===== src/rtl/gb_array_pkg.sv =====
// gb_array_pkg: shared constants, read-target encoding and helpers for gb_array_decoder
package gb_array_pkg;

    // Status registers sit directly after the CSR bank: offset NCSR + *_OFS
    localparam int MISS_CNT_OFS  = 0;
    localparam int MISS_ADDR_OFS = 1;

    // Local page spans addresses 0 .. 2**LOCAL_PAGE_AW-1
    localparam int LOCAL_PAGE_AW = 4;

    typedef enum logic [1:0] {
        TGT_NONE  = 2'd0,
        TGT_LOCAL = 2'd1,
        TGT_CHILD = 2'd2
    } tgt_e;

    function automatic int clog2(input int v);
        int r;
        r = 0;
        while ((1 << r) < v) r++;
        return r;
    endfunction

endpackage


===== src/rtl/gb_rd_pipe.sv =====
// gb_rd_pipe: valid-tagged read-return shift pipeline of DEPTH stages
//   clk_i, rst_i : clock, asynchronous active-high reset
//   v_i, d_i     : stage-1 valid and data
//   v_o, d_o     : last-stage valid pulse and data (data holds between returns)
module gb_rd_pipe #(
    parameter int DW    = 32,
    parameter int DEPTH = 1
) (
    input  logic          clk_i,
    input  logic          rst_i,
    input  logic          v_i,
    input  logic [DW-1:0] d_i,
    output logic          v_o,
    output logic [DW-1:0] d_o
);

    logic [DEPTH-1:0] v_q;
    logic [DW-1:0]    d_q [DEPTH];

    // Data only moves with a valid tag, so the last stage holds the previous return
    always_ff @(posedge clk_i or posedge rst_i) begin
        if (rst_i) begin
            v_q <= '0;
            for (int k = 0; k < DEPTH; k++) d_q[k] <= '0;
        end else begin
            v_q[0] <= v_i;
            if (v_i) d_q[0] <= d_i;
            for (int k = 1; k < DEPTH; k++) begin
                v_q[k] <= v_q[k-1];
                if (v_q[k-1]) d_q[k] <= d_q[k-1];
            end
        end
    end

    assign v_o = v_q[DEPTH-1];
    assign d_o = d_q[DEPTH-1];

endmodule


===== src/rtl/gb_array_decoder.sv =====
// gb_array_decoder: ghostbus fan-out onto NCH child windows plus a local CSR bank
//   gb_clk, gb_rst          : clock, asynchronous active-high reset
//   gb_addr/wdata/wen/rstb  : host bus request (single-cycle strobes)
//   gb_rdata, gb_rvalid     : read return, RD_LAT cycles after gb_rstb
//   ch_addr, ch_wdata       : shared child-relative address and write data
//   ch_we, ch_rstb          : per-child strobes, at most one bit set
//   ch_rdata                : child read data, valid the cycle after ch_rstb
//   csr_out                 : local CSR values, CSR k at [(k+1)*CSR_W-1 -: CSR_W]
module gb_array_decoder
    import gb_array_pkg::*;
#(
    parameter int              AW      = 24,
    parameter int              DW      = 32,
    parameter int              NCH     = 4,
    parameter int              CH_AW   = 8,
    parameter logic [AW-1:0]   CH_BASE = 'h100,
    parameter int              NCSR    = 4,
    parameter int              CSR_W   = 8,
    parameter int              RD_LAT  = 2
) (
    input  logic                  gb_clk,
    input  logic                  gb_rst,
    input  logic [AW-1:0]         gb_addr,
    input  logic [DW-1:0]         gb_wdata,
    input  logic                  gb_wen,
    input  logic                  gb_rstb,
    output logic [DW-1:0]         gb_rdata,
    output logic                  gb_rvalid,
    output logic [CH_AW-1:0]      ch_addr,
    output logic [DW-1:0]         ch_wdata,
    output logic [NCH-1:0]        ch_we,
    output logic [NCH-1:0]        ch_rstb,
    input  logic [NCH*DW-1:0]     ch_rdata,
    output logic [NCSR*CSR_W-1:0] csr_out
);

    localparam int                     IW        = (NCH > 1) ? clog2(NCH) : 1;
    localparam logic [LOCAL_PAGE_AW-1:0] CNT_OFS   = LOCAL_PAGE_AW'(NCSR + MISS_CNT_OFS);
    localparam logic [LOCAL_PAGE_AW-1:0] MADDR_OFS = LOCAL_PAGE_AW'(NCSR + MISS_ADDR_OFS);

    logic [NCH-1:0]           hit;
    logic [LOCAL_PAGE_AW-1:0] ofs;
    logic                     loc_hit;
    logic                     miss;
    logic                     rd;
    logic [IW-1:0]            idx;
    logic [CSR_W-1:0]         csr_q [NCSR];
    logic [DW-1:0]            miss_cnt_q;
    logic [AW-1:0]            miss_addr_q;
    logic                     rd_v_q;
    tgt_e                     tgt_q;
    logic [IW-1:0]            idx_q;
    logic [LOCAL_PAGE_AW-1:0] ofs_q;
    logic [DW-1:0]            loc_val;
    logic [DW-1:0]            ch_val;
    logic [DW-1:0]            rd_d;

    assign ch_addr  = gb_addr[CH_AW-1:0];
    assign ch_wdata = gb_wdata;

    // Windows are aligned, so a hit is a compare of the bits above the window offset
    for (genvar g = 0; g < NCH; g++) begin : g_ch
        localparam logic [AW-1:0] BASE = CH_BASE + AW'(g * (2 ** CH_AW));
        assign hit[g]     = gb_addr[AW-1:CH_AW] == BASE[AW-1:CH_AW];
        assign ch_we[g]   = gb_wen & hit[g];
        assign ch_rstb[g] = gb_rstb & hit[g] & ~gb_wen;
    end

    assign ofs     = gb_addr[LOCAL_PAGE_AW-1:0];
    assign loc_hit = (gb_addr[AW-1:LOCAL_PAGE_AW] == '0) && (ofs <= MADDR_OFS);
    assign miss    = (gb_wen | gb_rstb) & ~(loc_hit | (|hit));
    // A write in the same cycle wins; the read is dropped
    assign rd      = gb_rstb & ~gb_wen;

    always_comb begin
        idx = '0;
        for (int n = 0; n < NCH; n++) if (hit[n]) idx = IW'(n);
    end

    always_ff @(posedge gb_clk or posedge gb_rst) begin
        if (gb_rst) begin
            for (int k = 0; k < NCSR; k++) csr_q[k] <= '0;
            miss_cnt_q  <= '0;
            miss_addr_q <= '0;
        end else begin
            for (int k = 0; k < NCSR; k++)
                if (gb_wen && loc_hit && ofs == LOCAL_PAGE_AW'(k)) csr_q[k] <= gb_wdata[CSR_W-1:0];
            if (gb_wen && loc_hit && ofs == CNT_OFS) miss_cnt_q <= '0;
            else if (miss && miss_cnt_q != '1) miss_cnt_q <= miss_cnt_q + 1'b1;
            if (miss) miss_addr_q <= gb_addr;
        end
    end

    always_comb begin
        csr_out = '0;
        for (int k = 0; k < NCSR; k++) csr_out[k*CSR_W +: CSR_W] = csr_q[k];
    end

    // Request stage: remember what was read so the return mux runs one cycle later,
    // when the child data is valid
    always_ff @(posedge gb_clk or posedge gb_rst) begin
        if (gb_rst) begin
            rd_v_q <= 1'b0;
            tgt_q  <= TGT_NONE;
            idx_q  <= '0;
            ofs_q  <= '0;
        end else begin
            rd_v_q <= rd;
            if (rd) begin
                tgt_q <= loc_hit ? TGT_LOCAL : (|hit) ? TGT_CHILD : TGT_NONE;
                idx_q <= idx;
                ofs_q <= ofs;
            end
        end
    end

    always_comb begin
        loc_val = (ofs_q == CNT_OFS) ? miss_cnt_q : (ofs_q == MADDR_OFS) ? DW'(miss_addr_q) : '0;
        for (int k = 0; k < NCSR; k++) if (ofs_q == LOCAL_PAGE_AW'(k)) loc_val = DW'(csr_q[k]);
        ch_val = '0;
        for (int n = 0; n < NCH; n++) if (idx_q == IW'(n)) ch_val = ch_rdata[n*DW +: DW];
        rd_d = (tgt_q == TGT_LOCAL) ? loc_val : (tgt_q == TGT_CHILD) ? ch_val : '0;
    end

    gb_rd_pipe #(
        .DW    (DW),
        .DEPTH (RD_LAT - 1)
    ) u_rd_pipe (
        .clk_i (gb_clk),
        .rst_i (gb_rst),
        .v_i   (rd_v_q),
        .d_i   (rd_d),
        .v_o   (gb_rvalid),
        .d_o   (gb_rdata)
    );

endmodule


===== config.mk =====
export PLATFORM = sky130hd
export DESIGN_NAME = gb_array_decoder
export DESIGN_NICKNAME = d
export VERILOG_FILES = /design/src/rtl/gb_array_pkg.sv /design/src/rtl/gb_rd_pipe.sv /design/src/rtl/gb_array_decoder.sv
export SDC_FILE = /design/constraint.sdc
export NUM_CORES = 1
export LEC_CHECK = 0
export CORE_MARGIN = 10
export CORE_UTILIZATION = 40
export CTS_BUF_LIST = sky130_fd_sc_hd__clkbuf_8 sky130_fd_sc_hd__clkbuf_16
export CTS_CLUSTER_SIZE = 30
export DETAILED_ROUTE_END_ITERATION = 10
export PLACE_DENSITY = 0.74
export SYNTH_ARGS = -nofsm -noshare
export SYNTH_HDL_FRONTEND = slang
export SYNTH_SLANG_ARGS = --single-unit

===== constraint.sdc =====
create_clock -name gb_clk -period 6.2 [get_ports gb_clk]
set_input_delay 1.55 -clock gb_clk [delete_from_list [all_inputs] [get_ports gb_clk]]
set_output_delay 1.55 -clock gb_clk [all_outputs]
set_load 0.1 [all_outputs]

==> metrics.txt <==
# TYPE chip_impl_metric gauge
chip_impl_info{name="timing.critical_path.from_type",value="primary input"} 1
chip_impl_metric{name="power_density",unit="mW/mm²"} 263
chip_impl_metric{name="worst_ep_arrival_time",unit="ns"} 3.46
chip_impl_metric{name="n_antenna_cell",unit=""} 0
chip_impl_info{name="unrepaired_setup_endpoints_after_global_routing",value="false"} 1
chip_impl_metric{name="die_width",unit="µm"} 159
chip_impl_metric{name="yosysWarnings",unit=""} 0
chip_impl_info{name="worstReg2RegEnd",value="u_rd_pipe.d_o[20]"} 1
chip_impl_info{name="critical_path.reg2reg.startpoint",value="ofs_q[1]"} 1
chip_impl_metric{name="fin_setup_tns",unit="ns"} 0
chip_impl_metric{name="hpwl",unit="mm"} 19.2
chip_impl_metric{name="worst_clock_skew",unit="ns"} 0.00973
chip_impl_metric{name="clock_tree.htree_level_count",unit=""} 4
chip_impl_metric{name="area_growth_syn_to_layout",unit="%"} 38.4
chip_impl_metric{name="worstSkewPairLatency",unit="ns"} 0.43
chip_impl_metric{name="die-area",unit="mm²"} 0.0252
chip_impl_metric{name="whs_path_depth",unit=""} 2
chip_impl_metric{name="viasPerCell",unit=""} 5.58
chip_impl_metric{name="totalWireLength",unit="mm"} 25.0
chip_impl_metric{name="grt_pass1_wl",unit="mm"} 38.3
chip_impl_info{name="min-delay-start",value="miss_addr_q[11]"} 1
chip_impl_metric{name="cts.repair.resized",unit=""} 0
chip_impl_metric{name="post_dp_cell_area",unit="mm²"} 0.0100
chip_impl_metric{name="gp_routability_congestion",unit=""} 0.828
chip_impl_metric{name="worst-path-max-fanout",unit=""} 4
chip_impl_metric{name="final_hold_viol_count",unit=""} 0
chip_impl_metric{name="max_slew_margin",unit=""} 0.229
chip_impl_metric{name="drt-wirelength-per-cell",unit="µm"} 21.0
chip_impl_metric{name="effective_utilization_at_floorplan",unit=""} 0.408
chip_impl_info{name="cts_tree",value="yes"} 1
chip_impl_info{name="cts-root-buf",value="clkbuf_16"} 1
chip_impl_metric{name="synthDistinctLibCells",unit=""} 56
chip_impl_metric{name="floorplan.rows",unit=""} 50
chip_impl_metric{name="final_cycle_utilization_of_the_critical_path",unit=""} 0.808
chip_impl_info{name="synth.top_cells.by_area",value="dfrtp_1 (42%), mux4_2 (9.4%), mux2_2 (5.9%)"} 1
chip_impl_metric{name="postSynthAreaPerCell",unit="µm²"} 10.6
chip_impl_metric{name="io_pins",unit=""} 301
chip_impl_metric{name="grt.overflow.total",unit=""} 0
chip_impl_info{name="criticalPathCategory",value="primary input to output pin"} 1
chip_impl_info{name="post-synth-top-area-cell",value="dfrtp_1"} 1
chip_impl_metric{name="p_leak",unit="nW"} 4.14
chip_impl_metric{name="rr_worst_depth",unit=""} 5
chip_impl_metric{name="clockBufferDepth",unit=""} 2
chip_impl_metric{name="clock.fmax",unit="MHz"} 200
chip_impl_info{name="endpoint_kind",value="output pin"} 1
chip_impl_metric{name="cts.clk_slew.worst_paths",unit="ns"} 0.06
chip_impl_metric{name="timing_max_transition_violations_final",unit=""} 0
chip_impl_metric{name="grt.total_usage",unit=""} 0.196
chip_impl_metric{name="coreArea",unit="mm²"} 0.0188
chip_impl_metric{name="cts_buffers",unit=""} 17
chip_impl_metric{name="postSynthNetCount",unit=""} 914
chip_impl_metric{name="synth_area",unit="mm²"} 0.00768
chip_impl_metric{name="drt_first_iter_violations",unit=""} 480
chip_impl_metric{name="largest_net_degree_at_the_start_of_global_routing",unit=""} 66
chip_impl_metric{name="drt_drc_violations_left",unit=""} 0
chip_impl_info{name="hold_class",value="flip-flop to flip-flop"} 1
chip_impl_metric{name="rrSetupSlack",unit="ns"} 3.38
chip_impl_metric{name="proportion_of_layout_cells_with_a_drive_suffix_above_1",unit=""} 0.153
chip_impl_metric{name="synth.ff_latch_count",unit=""} 130
chip_impl_metric{name="finish.net_count",unit=""} 1104
chip_impl_metric{name="stdcell_area",unit="mm²"} 0.0106
chip_impl_metric{name="finalSetupViolations",unit=""} 0
chip_impl_metric{name="synthCells",unit=""} 725
chip_impl_metric{name="post-route-min-period",unit="ns"} 5.01
chip_impl_metric{name="drt-pass1-iter-count",unit=""} 7
chip_impl_metric{name="postSynth.asyncResetShare",unit=""} 1.00
chip_impl_info{name="ys_dominant_reg_cell",value="dfrtp_1"} 1
chip_impl_metric{name="die-height",unit="µm"} 159
chip_impl_metric{name="cts.hold.buffers_added",unit=""} 0
chip_impl_info{name="status",value="completed"} 1
chip_impl_metric{name="first_global_vias",unit=""} 6615
chip_impl_metric{name="nFillCells",unit=""} 1625
chip_impl_metric{name="post-cts-setup-buffer-count",unit=""} 0
chip_impl_metric{name="total_via_count_after_detailed_routing",unit=""} 6634
chip_impl_info{name="worstHoldEndpoint",value="miss_addr_q[11]"} 1
chip_impl_metric{name="cp_data_required_time",unit="ns"} 4.65
chip_impl_metric{name="postRouteAntennaNets",unit=""} 0
chip_impl_metric{name="synth_enable_flop_cells",unit=""} 0
chip_impl_metric{name="numPortBuffers",unit=""} 252
chip_impl_metric{name="synth_top_area_frac",unit=""} 0.423
chip_impl_metric{name="cts.sink_count",unit=""} 130
chip_impl_metric{name="synth_sequential_area_ratio",unit=""} 0.423
chip_impl_metric{name="antenna_found_initial",unit=""} 2
chip_impl_metric{name="power",unit="W"} 0.00279
chip_impl_metric{name="worst_ir_drop_vdd",unit="mV"} 0.246
chip_impl_metric{name="timing_worst_slew_pin_value",unit="ns"} 1.15
chip_impl_metric{name="drv.max_cap_violation_count",unit=""} 0
-- worst max-delay path: stages --
cell and delay, ns:
clkdlybuf4s50_1 0.42, nor4_1 0.56, and3_1 0.34, nand2_1 0.13, nor2_1 0.15, buf_4 0.31
-- power breakdown --
part / total, W / switching (W) / internal (W) / leakage (nW)
clock network: 0.00103 / 0.000424 / 0.000605 / 0.292
registers: 0.00106 / 0.000117 / 0.000941 / 1.58
logic: 0.000707 / 0.000435 / 0.000272 / 2.26
total: 0.00279 / 0.000976 / 0.00182 / 4.14
-- worst max-delay path by stage --
stage / start / to / depth (start not counted) / slack (ns)
after floorplan: gb_addr[15] / ch_we[0] / 4 / 1.13
after global placement: gb_addr[12] / ch_rstb[1] / 6 / 1.13
after detailed placement: gb_addr[12] / ch_rstb[1] / 6 / 1.15
after CTS: gb_addr[12] / ch_rstb[1] / 6 / 1.13
after global routing: gb_addr[12] / ch_rstb[3] / 6 / 1.06
final: gb_addr[12] / ch_rstb[1] / 6 / 1.19
-- placed cells by master (no fill, tap or decap), types with 5 or more instances in the layout --
cell and count:
clkdlybuf4s50_1 242, dfrtp_1 128, nand2_1 64, nor2_1 56, a21oi_1 52, mux2_2 40, mux4_2 32, a22oi_1 23
mux2_1 23, o21ai_0 20, buf_4 19, nand3_1 18, clkbuf_16 17, a31oi_1 15, o31ai_1 15, or4_1 15
nor4_1 11, mux2i_1 11, nor2b_1 10, nand4_1 10, nand2b_1 8, o32a_1 8, a2bb2oi_1 8, nor3_1 7
and3_1 7, inv_1 5, o41ai_1 5, inv_6 5
-- metal layers --
layer / track usage / wire length [µm]
met4: 0.0534 / 275
met3: 0.0658 / 2350
met2: 0.311 / 12000
met1: 0.252 / 10300
met5: 0 / 25
-- state kept, by name, indices dropped and copies added, names as in the netlist --
name and flops:
ofs_q 4, csr_out 32, u_rd_pipe.v_o 1, miss_cnt_q 32
u_rd_pipe.d_o 32, rd_v_q 1, tgt_q 2, idx_q 2
miss_addr_q 24
-- cell families after synthesis --
logic type               after synthesis  synth area share
buffers and inverters                 97            0.0764
AND/OR/NAND/NOR                      235             0.165
AO/OA/AOI/OAI                        155             0.133
XOR/XNOR                               1           0.00114
multiplexers                         106             0.200
flip-flops                           130             0.423
adder cells (fa/ha/maj)                1           0.00163
-- per-stage QoR --
| stage | hold WS, ns | cells | util | worst slack (ns) |
|---|---|---|---|---|
| after floorplan | 0.352 | 725 | - | 1.13 |
| after global placement | 0.465 | 1156 | 0.533 | 1.13 |
| after detailed placement | 0.480 | 1156 | 0.533 | 1.15 |
| after CTS | 0.495 | 1188 | 0.565 | 1.13 |
| after global routing | 0.515 | 1188 | 0.565 | 1.06 |
| final | 0.492 | 1188 | 0.565 | 1.19 |
-- cell type report --
type                            count  area [µm²]  share of cell area
Timing Repair Buffer              261        2560               0.241
Sequential cell                   130        3260               0.306
Inverter                            7        28.8             0.00271
Clock buffer                       17         425              0.0400
Clock inverter                     15         174              0.0164
Tap cell                          260         325              0.0306
Multi-Input combinational cell    498        3860               0.363
-- cell usage after synthesis (15+ instances only) --
| library cell | instances |
|---|---|
| mux2_2 | 40 |
| a21oi_1 | 52 |
| nand3_1 | 18 |
| o31ai_1 | 15 |
| clkbuf_1 | 29 |
| o21ai_0 | 20 |
| nand2_1 | 64 |
| or4_1 | 15 |
| dfrtp_1 | 130 |
| a31oi_1 | 15 |
| nor2_1 | 57 |
| a22oi_1 | 23 |
| mux4_2 | 32 |
| buf_4 | 44 |
| mux2_1 | 23 |
(Power assumes the default switching activity.)
